===== config.mk =====
export PLATFORM = sky130hd
export DESIGN_NAME = decode_stage
export DESIGN_NICKNAME = d
export VERILOG_FILES = /design/src/rtl/decode_stage.sv
export SDC_FILE = /design/constraint.sdc
export NUM_CORES = 2
export LEC_CHECK = 0
export CAP_MARGIN = 15
export CORE_MARGIN = 2
export CORE_UTILIZATION = 28
export CTS_BUF_LIST = sky130_fd_sc_hd__clkbuf_8
export CTS_CLUSTER_SIZE = 25
export DETAILED_ROUTE_END_ITERATION = 8
export PLACE_DENSITY = 0.44
export SLEW_MARGIN = 20
export SYNTH_ARGS = -nofsm -noshare
export SYNTH_HDL_FRONTEND = slang
export SYNTH_SLANG_ARGS = --single-unit

===== constraint.sdc =====
create_clock -name clk -period 4.4 [get_ports clk]
set_clock_uncertainty 0.15 [all_clocks]
set_input_delay 0.88 -clock clk [delete_from_list [all_inputs] [get_ports clk]]
set_output_delay 0.88 -clock clk [all_outputs]
set_load 0.05 [all_outputs]

===== src/rtl/decode_stage.sv =====
// Decode stage: RV32I subset decode, 32x32 register file with write-through bypass, D/E pipeline register.
// Define DECODE_MUL_EN to decode R-type funct7=0000001/funct3=000 as MUL.
module decode_stage #(
    parameter int WORD_SIZE = 32,
    parameter int REG_COUNT = 32
) (
    input  logic                 clk,
    input  logic                 rst,
    input  logic [31:0]          InstrD,
    input  logic [WORD_SIZE-1:0] PCD,
    input  logic [WORD_SIZE-1:0] PCPlus4D,
    input  logic                 TakingBranchD,
    input  logic                 RegWriteW,
    input  logic [4:0]           RdW,
    input  logic [WORD_SIZE-1:0] ResultW,
    input  logic                 StallE,
    input  logic                 FlushE,
    output logic [4:0]           Rs1D,
    output logic [4:0]           Rs2D,
    output logic [WORD_SIZE-1:0] RD1E,
    output logic [WORD_SIZE-1:0] RD2E,
    output logic [WORD_SIZE-1:0] ImmExtE,
    output logic [WORD_SIZE-1:0] PCE,
    output logic [WORD_SIZE-1:0] PCPlus4E,
    output logic [4:0]           Rs1E,
    output logic [4:0]           Rs2E,
    output logic [4:0]           RdE,
    output logic [2:0]           Funct3E,
    output logic                 RegWriteE,
    output logic                 MemWriteE,
    output logic                 JumpE,
    output logic                 BranchE,
    output logic                 ALUSrcE,
    output logic                 TakingBranchE,
    output logic [1:0]           ResultSrcE,
    output logic [3:0]           ALUControlE
);

    localparam logic [6:0] OP_R      = 7'b0110011;
    localparam logic [6:0] OP_IMM    = 7'b0010011;
    localparam logic [6:0] OP_LOAD   = 7'b0000011;
    localparam logic [6:0] OP_STORE  = 7'b0100011;
    localparam logic [6:0] OP_BRANCH = 7'b1100011;
    localparam logic [6:0] OP_JAL    = 7'b1101111;
    localparam logic [6:0] OP_LUI    = 7'b0110111;

    typedef enum logic [3:0] {
        ALU_ADD   = 4'b0000,
        ALU_SUB   = 4'b0001,
        ALU_AND   = 4'b0010,
        ALU_OR    = 4'b0011,
        ALU_XOR   = 4'b0100,
        ALU_SLT   = 4'b0101,
        ALU_SLL   = 4'b0110,
        ALU_SRL   = 4'b0111,
        ALU_SRA   = 4'b1000,
        ALU_MUL   = 4'b1001,
        ALU_PASSB = 4'b1010
    } aluOpT;

    logic [6:0] opcode;
    logic [2:0] funct3;
    logic [6:0] funct7;
    logic [4:0] rdD;
    logic       isRType;
    logic       f7Zero;
    logic       f7Alt;

    assign opcode  = InstrD[6:0];
    assign rdD     = InstrD[11:7];
    assign funct3  = InstrD[14:12];
    assign Rs1D    = InstrD[19:15];
    assign Rs2D    = InstrD[24:20];
    assign funct7  = InstrD[31:25];
    assign isRType = (opcode == OP_R);
    assign f7Zero  = (funct7 == 7'b0000000);
    assign f7Alt   = (funct7 == 7'b0100000);

    logic [WORD_SIZE-1:0] immI, immS, immB, immJ, immU;

    assign immI = {{(WORD_SIZE-12){InstrD[31]}}, InstrD[31:20]};
    assign immS = {{(WORD_SIZE-12){InstrD[31]}}, InstrD[31:25], InstrD[11:7]};
    assign immB = {{(WORD_SIZE-13){InstrD[31]}}, InstrD[31], InstrD[7], InstrD[30:25], InstrD[11:8], 1'b0};
    assign immJ = {{(WORD_SIZE-21){InstrD[31]}}, InstrD[31], InstrD[19:12], InstrD[20], InstrD[30:21], 1'b0};
    assign immU = WORD_SIZE'({InstrD[31:12], 12'b0});

    logic [WORD_SIZE-1:0] regFile [REG_COUNT];
    logic [WORD_SIZE-1:0] rd1D, rd2D;

    always_ff @(posedge clk) begin
        if (rst) begin
            for (int i = 0; i < REG_COUNT; i++) begin
                regFile[i] <= '0;
            end
        end else if (RegWriteW && (RdW != 5'd0)) begin
            regFile[RdW] <= ResultW;
        end
    end

    // Write-through bypass lets an instruction see a value being written back in the same cycle.
    assign rd1D = (Rs1D == 5'd0) ? '0 :
                  (RegWriteW && (RdW == Rs1D)) ? ResultW : regFile[Rs1D];
    assign rd2D = (Rs2D == 5'd0) ? '0 :
                  (RegWriteW && (RdW == Rs2D)) ? ResultW : regFile[Rs2D];

    aluOpT aluOp;
    logic  aluOk;

    // Shared funct decode for R-type and I-ALU; funct7 only matters for R-type and for shifts.
    always_comb begin
        aluOp = ALU_ADD;
        aluOk = 1'b1;
        case (funct3)
            3'b000: begin
                if (!isRType || f7Zero) aluOp = ALU_ADD;
                else if (f7Alt) aluOp = ALU_SUB;
`ifdef DECODE_MUL_EN
                else if (funct7 == 7'b0000001) aluOp = ALU_MUL;
`endif
                else aluOk = 1'b0;
            end
            3'b001: begin
                aluOp = ALU_SLL;
                aluOk = f7Zero;
            end
            3'b010: begin
                aluOp = ALU_SLT;
                aluOk = !isRType || f7Zero;
            end
            3'b100: begin
                aluOp = ALU_XOR;
                aluOk = !isRType || f7Zero;
            end
            3'b101: begin
                if (f7Zero) aluOp = ALU_SRL;
                else if (f7Alt) aluOp = ALU_SRA;
                else aluOk = 1'b0;
            end
            3'b110: begin
                aluOp = ALU_OR;
                aluOk = !isRType || f7Zero;
            end
            3'b111: begin
                aluOp = ALU_AND;
                aluOk = !isRType || f7Zero;
            end
            default: aluOk = 1'b0;
        endcase
    end

    logic                 regWriteD, memWriteD, jumpD, branchD, aluSrcD;
    logic [1:0]           resultSrcD;
    logic [3:0]           aluCtrlD;
    logic [WORD_SIZE-1:0] immExtD;

    always_comb begin
        regWriteD  = 1'b0;
        memWriteD  = 1'b0;
        jumpD      = 1'b0;
        branchD    = 1'b0;
        aluSrcD    = 1'b0;
        resultSrcD = 2'b00;
        aluCtrlD   = ALU_ADD;
        immExtD    = '0;
        case (opcode)
            OP_R: begin
                if (aluOk) begin
                    regWriteD = 1'b1;
                    aluCtrlD  = aluOp;
                end
            end
            OP_IMM: begin
                immExtD = immI;
                if (aluOk) begin
                    regWriteD = 1'b1;
                    aluSrcD   = 1'b1;
                    aluCtrlD  = aluOp;
                end
            end
            OP_LOAD: begin
                immExtD    = immI;
                regWriteD  = 1'b1;
                aluSrcD    = 1'b1;
                resultSrcD = 2'b01;
            end
            OP_STORE: begin
                immExtD   = immS;
                memWriteD = 1'b1;
                aluSrcD   = 1'b1;
            end
            OP_BRANCH: begin
                immExtD  = immB;
                branchD  = 1'b1;
                aluCtrlD = ALU_SUB;
            end
            OP_JAL: begin
                immExtD    = immJ;
                jumpD      = 1'b1;
                regWriteD  = 1'b1;
                resultSrcD = 2'b10;
            end
            OP_LUI: begin
                immExtD   = immU;
                regWriteD = 1'b1;
                aluSrcD   = 1'b1;
                aluCtrlD  = ALU_PASSB;
            end
            default: ;
        endcase
    end

    // A flush inserts a bubble but keeps the PC pair, so execute still knows where the bubble sits.
    always_ff @(posedge clk) begin
        if (rst) begin
            RD1E          <= '0;
            RD2E          <= '0;
            ImmExtE       <= '0;
            PCE           <= '0;
            PCPlus4E      <= '0;
            Rs1E          <= '0;
            Rs2E          <= '0;
            RdE           <= '0;
            Funct3E       <= '0;
            RegWriteE     <= 1'b0;
            MemWriteE     <= 1'b0;
            JumpE         <= 1'b0;
            BranchE       <= 1'b0;
            ALUSrcE       <= 1'b0;
            TakingBranchE <= 1'b0;
            ResultSrcE    <= '0;
            ALUControlE   <= '0;
        end else if (FlushE) begin
            RD1E          <= '0;
            RD2E          <= '0;
            ImmExtE       <= '0;
            Rs1E          <= '0;
            Rs2E          <= '0;
            RdE           <= '0;
            Funct3E       <= '0;
            RegWriteE     <= 1'b0;
            MemWriteE     <= 1'b0;
            JumpE         <= 1'b0;
            BranchE       <= 1'b0;
            ALUSrcE       <= 1'b0;
            TakingBranchE <= 1'b0;
            ResultSrcE    <= '0;
            ALUControlE   <= '0;
        end else if (!StallE) begin
            RD1E          <= rd1D;
            RD2E          <= rd2D;
            ImmExtE       <= immExtD;
            PCE           <= PCD;
            PCPlus4E      <= PCPlus4D;
            Rs1E          <= Rs1D;
            Rs2E          <= Rs2D;
            RdE           <= rdD;
            Funct3E       <= funct3;
            RegWriteE     <= regWriteD;
            MemWriteE     <= memWriteD;
            JumpE         <= jumpD;
            BranchE       <= branchD;
            ALUSrcE       <= aluSrcD;
            TakingBranchE <= TakingBranchD;
            ResultSrcE    <= resultSrcD;
            ALUControlE   <= aluCtrlD;
        end
    end

endmodule


=== Word-level counts from Yosys, hierarchy flattened ===
Memories as Yosys holds them, arrays and structs flattened.
Cells that the tools add are included.

* Bits in registers: 190
* Latch bits: 0
* Memory bits (writable): 1024
* ROM bits: 0
* Bits of input ports: 139
* Output and inout port bits: 200
* Logic and storage cells: 85
* Memories kept: 1

* $add $sub $neg: 0
* Multiply operators: 0
* Div/mod/pow operators: 0
* Magnitude comparators: 0
* Eq/ne operators: 16
* Shift operators: 0
* Muxes and demuxes: 31
* Bitwise operators: 2
* Reduce and logical (&&, ||, !) cells: 18

{| class="wikitable"
|+ Memories
! name !! words !! width !! rd ports !! clocked after Yosys merged registers in !! write ports !! RTL line !! source
|-
| regFile || 32 || 32 || 2 || 0 || 32 || 87 || <nowiki>logic [WORD_SIZE-1:0] regFile [REG_COUNT];</nowiki>
|}

{| class="wikitable"
|+ Operators by type and width
! cell !! number
|-
| $mux 32 || 5
|-
| $pmux 32 s5 || 1
|-
| $reduce_or 32->1 || 1
|-
| $eq 7x6->1 const B || 4
|-
| $pmux 4 s7 || 1
|-
| $mux 1 || 15
|-
| $eq 7x7->1 const B || 2
|-
| $eq 3x3->1 const B || 4
|-
| $mux 4 || 3
|-
| $pmux 4 s3 || 1
|-
| $eq 5x5->1 || 2
|-
| $logic_not 5->1 || 2
|-
| $eq 7x2->1 const B || 1
|-
| $eq 7x5->1 const B || 1
|-
| $logic_not 7->1 || 1
|-
| $reduce_or 2->1 || 3
|-
| $reduce_or 3->1 || 2
|-
| $mux 5 || 1
|-
| $reduce_bool 5->1 || 1
|-
| $pmux 1 s2 || 2
|-
| $pmux 1 s4 || 1
|-
| $pmux 2 s2 || 1
|-
| $reduce_or 4->1 || 1
|-
| $eq 3x1->1 const B || 1
|-
| other kinds (7) || 10
|}

=== Depth between registers and ports, before layout ===
* Depth after elaboration: 7
* Gate-level depth with buffers: 9

=== Least setup slack after synthesis ===
No wires, ideal clock.

* Kind: in2reg
* Start point: input port rst
* End point: memory regFile[6][0], enable pin
* Setup time: 0.391 ns
* Data arrival time: 2.701 ns
* Data required time: 3.859 ns
* Slack: 1.159 ns
* Stages: 5
* Path through: clkbuf_1 nor2b_1 nand4bb_1 nor3b_1 or2_1

{| class="wikitable"
|+ RTL lines
! item !! RTL line !! source
|-
| from (decl) || 8 || <nowiki>input logic rst,</nowiki>
|-
| to (decl) || 87 ||
|}

=== Worst setup path in the final report ===
* Start point: register RD1E[27]
* End point: output port RD1E[27]

{| class="wikitable"
|+ RTL lines
! item !! RTL line !! source
|-
| from (decl) || 20 || <nowiki>output logic [WORD_SIZE-1:0] RD1E,</nowiki>
|-
| from (signal assigned) || 249 || <nowiki>RD1E <= rd1D;</nowiki>
|}

No word-level cell between the ends.

==> flow_summary_export.csv <==
group,metric,value,unit
run_status,status,"finished, final reports clean",
cells_and_area,nFillCells,21390,
placement,dp.final_hpwl,169000,µm
detailed_routing,drtAntennaViolNets,0,
detailed_routing,wl,271000,µm
logic_synthesis,ys_seq_area_share,56.0,%
critical_path,crit_buf_inv,1,
placement,io_buffers,338,
logic_synthesis,synth_area_leaders,"edfxtp_1 50%, mux2i_1 13%, and2_1 10%",
run,maxCapViolCount,0,
cells_and_area,stdcell_area,74100,µm²
critical_path,worstSetupPathType,"register to primary output",
clock_network,h-tree-depth,4,
clock_network,cts.repair.resized,0,
critical_path,path_cells,"clkdlybuf4s50_1",
placement,place.gp.congestion,0.860,
logic_synthesis,synth-seq-cells,1213,
timing,finalSetupViolCount,0,
clock_network,cts_made_buffers,226,
floorplan,ioPinCount,339,
detailed_routing,drt_iter0_markers,5310,
clock_network,hold_buffers,0,
grt,grt_max_degree,118,
floorplan,core,219000,µm²
floorplan,rows,172,
floorplan,die_w,473,µm
critical_path,cp_max_fo,2,
critical_path,slowest_stage,"clkdlybuf4s50_1",
critical_path,r2r_slack,2150,ps
timing,tightest_slew,1110,ps
clock_network,clk_pin_slew,60,ps
floorplan,die_h,473,µm
grt,grt_pass1_vias,44144,
clock_network,cts_buffer_depth,3,
logic_synthesis,synth_edf_count,1024,
clock_network,cts_tree,"done",
logic_synthesis,synthArstFlopShare,0,%
floorplan,initial_utilization,28.1,%
pwr,cellPowerDensity,376,nW/µm²
logic_synthesis,avgSynthCellArea,12.7,µm²
grt,overflow,0,
cells_and_area,multiInputGateArea,25400,µm²
cells_and_area,final_util,33.8,%
timing,hold_viol_final,0,
critical_path,path_delay_family,"buffers and inverters",
timing,fin_crit_sh,79.7,%
timing,fin_crit,3510,ps
pwr,power_leakage,0.0272,µW
logic_synthesis,yosys_warnings,0,
detailed_routing,drc_errors,0,
grt,grt_use_total,23.6,%
cells_and_area,drive_above_1_share,14.7,%
hold_path,min_path_type,"input pin to register",
detailed_routing,drt_first_pass_iters,6,
logic_synthesis,synth_area,61700,µm²
logic_synthesis,synthFlopType,"edfxtp_1",
critical_path,crit_path_max_incr_delay,890,ps
timing,layout_setup_ws,893,ps
clock_network,clk_latency,1020,ps
logic_synthesis,netlist_instances,4857,
placement,placed_cell_area,69600,µm²
cells_and_area,final_common_cell,"edfxtp_1",
timing,hold_ws,116,ps
timing,final.setup.tns,0,ps
critical_path,cp-end-kind,"primary output",
critical_path,critical_path_required,3370,ps
logic_synthesis,yosysTopAreaCellShare,49.9,%
cells_and_area,seqCellArea,34500,µm²
timing,slew_viol_final,0,
clock_network,cts.sinks,1213,
critical_path,start_kind,"register",
logic_synthesis,synth_top_area_cell,"edfxtp_1",
critical_path,cp.arrival,2480,ps
detailed_routing,via_per_inst,5.35,
detailed_routing,vias,44377,
clock_network,cts_setup_buffers,0,
logic_synthesis,ys_types,62,
grt,grt_pass1_wl,369000,µm
timing,rsz0062_at_grt,"false",
pwr,ir_drop,0.349,mV
detailed_routing,wl_per_cell,32.7,µm
cells_and_area,nets,5337,
grt,antenna_found_initial,28,
floorplan,die_area,224000,µm²
timing,maxSlewHeadroom,25.7,%
clock_network,cts-root-buf,"clkbuf_8",
cells_and_area,area_delta_synth_final,20.2,%
cells_and_area,layout_common_cells,"1,024 x edfxtp_1, 993 x and2_1, 787 x mux2i_1",
placement,place_ws,384,ps
timing,fmax,0.285,GHz
[through the flow]
stage | power, µW | std cells
floorplan | 15400 | 4888
CTS | 28100 | 8265
global placement | 17000 | 7840
detailed placement | 17000 | 7841
global route | 28700 | 8268
finish | 27800 | 8291
[power breakdown]
part	switching, µW	internal (µW)
Clock	5330	5750
Sequential	343	13100
Combinational	2180	1170
Total	7860	20000
[state kept, by name, indices dropped and copies added, names as in the netlist, 3 cells and up]
name         cells
regFile       1024
ImmExtE         32
PCE             32
PCPlus4E        32
RD1E            32
RD2E            32
RdE              5
Rs1E             5
Rs2E             5
ALUControlE      4
Funct3E          3
[final cells by class]
cell class | instances | share of cell area (%)
diodes | 26 | 0.0878
clock buffers | 256 | 4.75
clock inverters | 168 | 1.31
inverters | 4 | 0.0203
multi-input cells | 3171 | 34.3
flip-flops and latches | 1213 | 46.6
well taps | 2871 | 4.85
repair buffers | 582 | 8.11
[Yosys cell counts (5+ instances only)]
master	count
or2_2	25
nor2_1	143
buf_2	125
nand3b_1	9
nor3_1	8
buf_1	5
xnor2_1	11
nor4_1	64
a221o_1	63
a31oi_1	14
clkbuf_1	316
o211ai_1	65
nand2_1	168
o21ai_0	9
a21oi_1	84
a22oi_1	389
mux4_2	129
and4b_1	6
a221oi_1	5
buf_4	33
mux2i_1	787
buf_6	16
or2_1	9
nand4_1	66
o21ai_1	13
nand3_1	21
nor4b_2	6
nor4bb_1	7
dfxtp_1	189
and2_1	993
edfxtp_1	1024
[final timing paths]
| kind | from | endpoint | cells past startpoint |
|---|---|---|---|
| setup / recovery | RD1E[27] | RD1E[27] | 1 |
| hold / removal | rst | regFile[0][30] | 1 |
| setup reg to reg | regFile[13][28] | RD2E[28] | 6 |
| hold reg to reg | ImmExtE[13] | ImmExtE[13] | 2 |
[routing by layer]
metal  part of all wire, %  vias to the layer above  track usage, %
met5                0.0088                        -               0
met2                    47                     2030            38.2
met4                   3.5                        4            8.03
li1                      -                    18902               -
met1                    43                    23014            32.1
met3                   6.8                      427            3.79
[cells by family (layout without fill, tap and decap cells)]
family,after synthesis,after routing,share of synthesized area (%)
DFF,1213,1213,56.0
other,1,58,0.00608
buffers and inverters,504,1010,3.73
AOI/OAI and AO/OA,657,657,7.84
and+or+nand+nor,1555,1555,14.8
muxes,916,916,17.5
xor gates and xnor gates,11,11,0.156
Power figures use the tool's default switching activity.
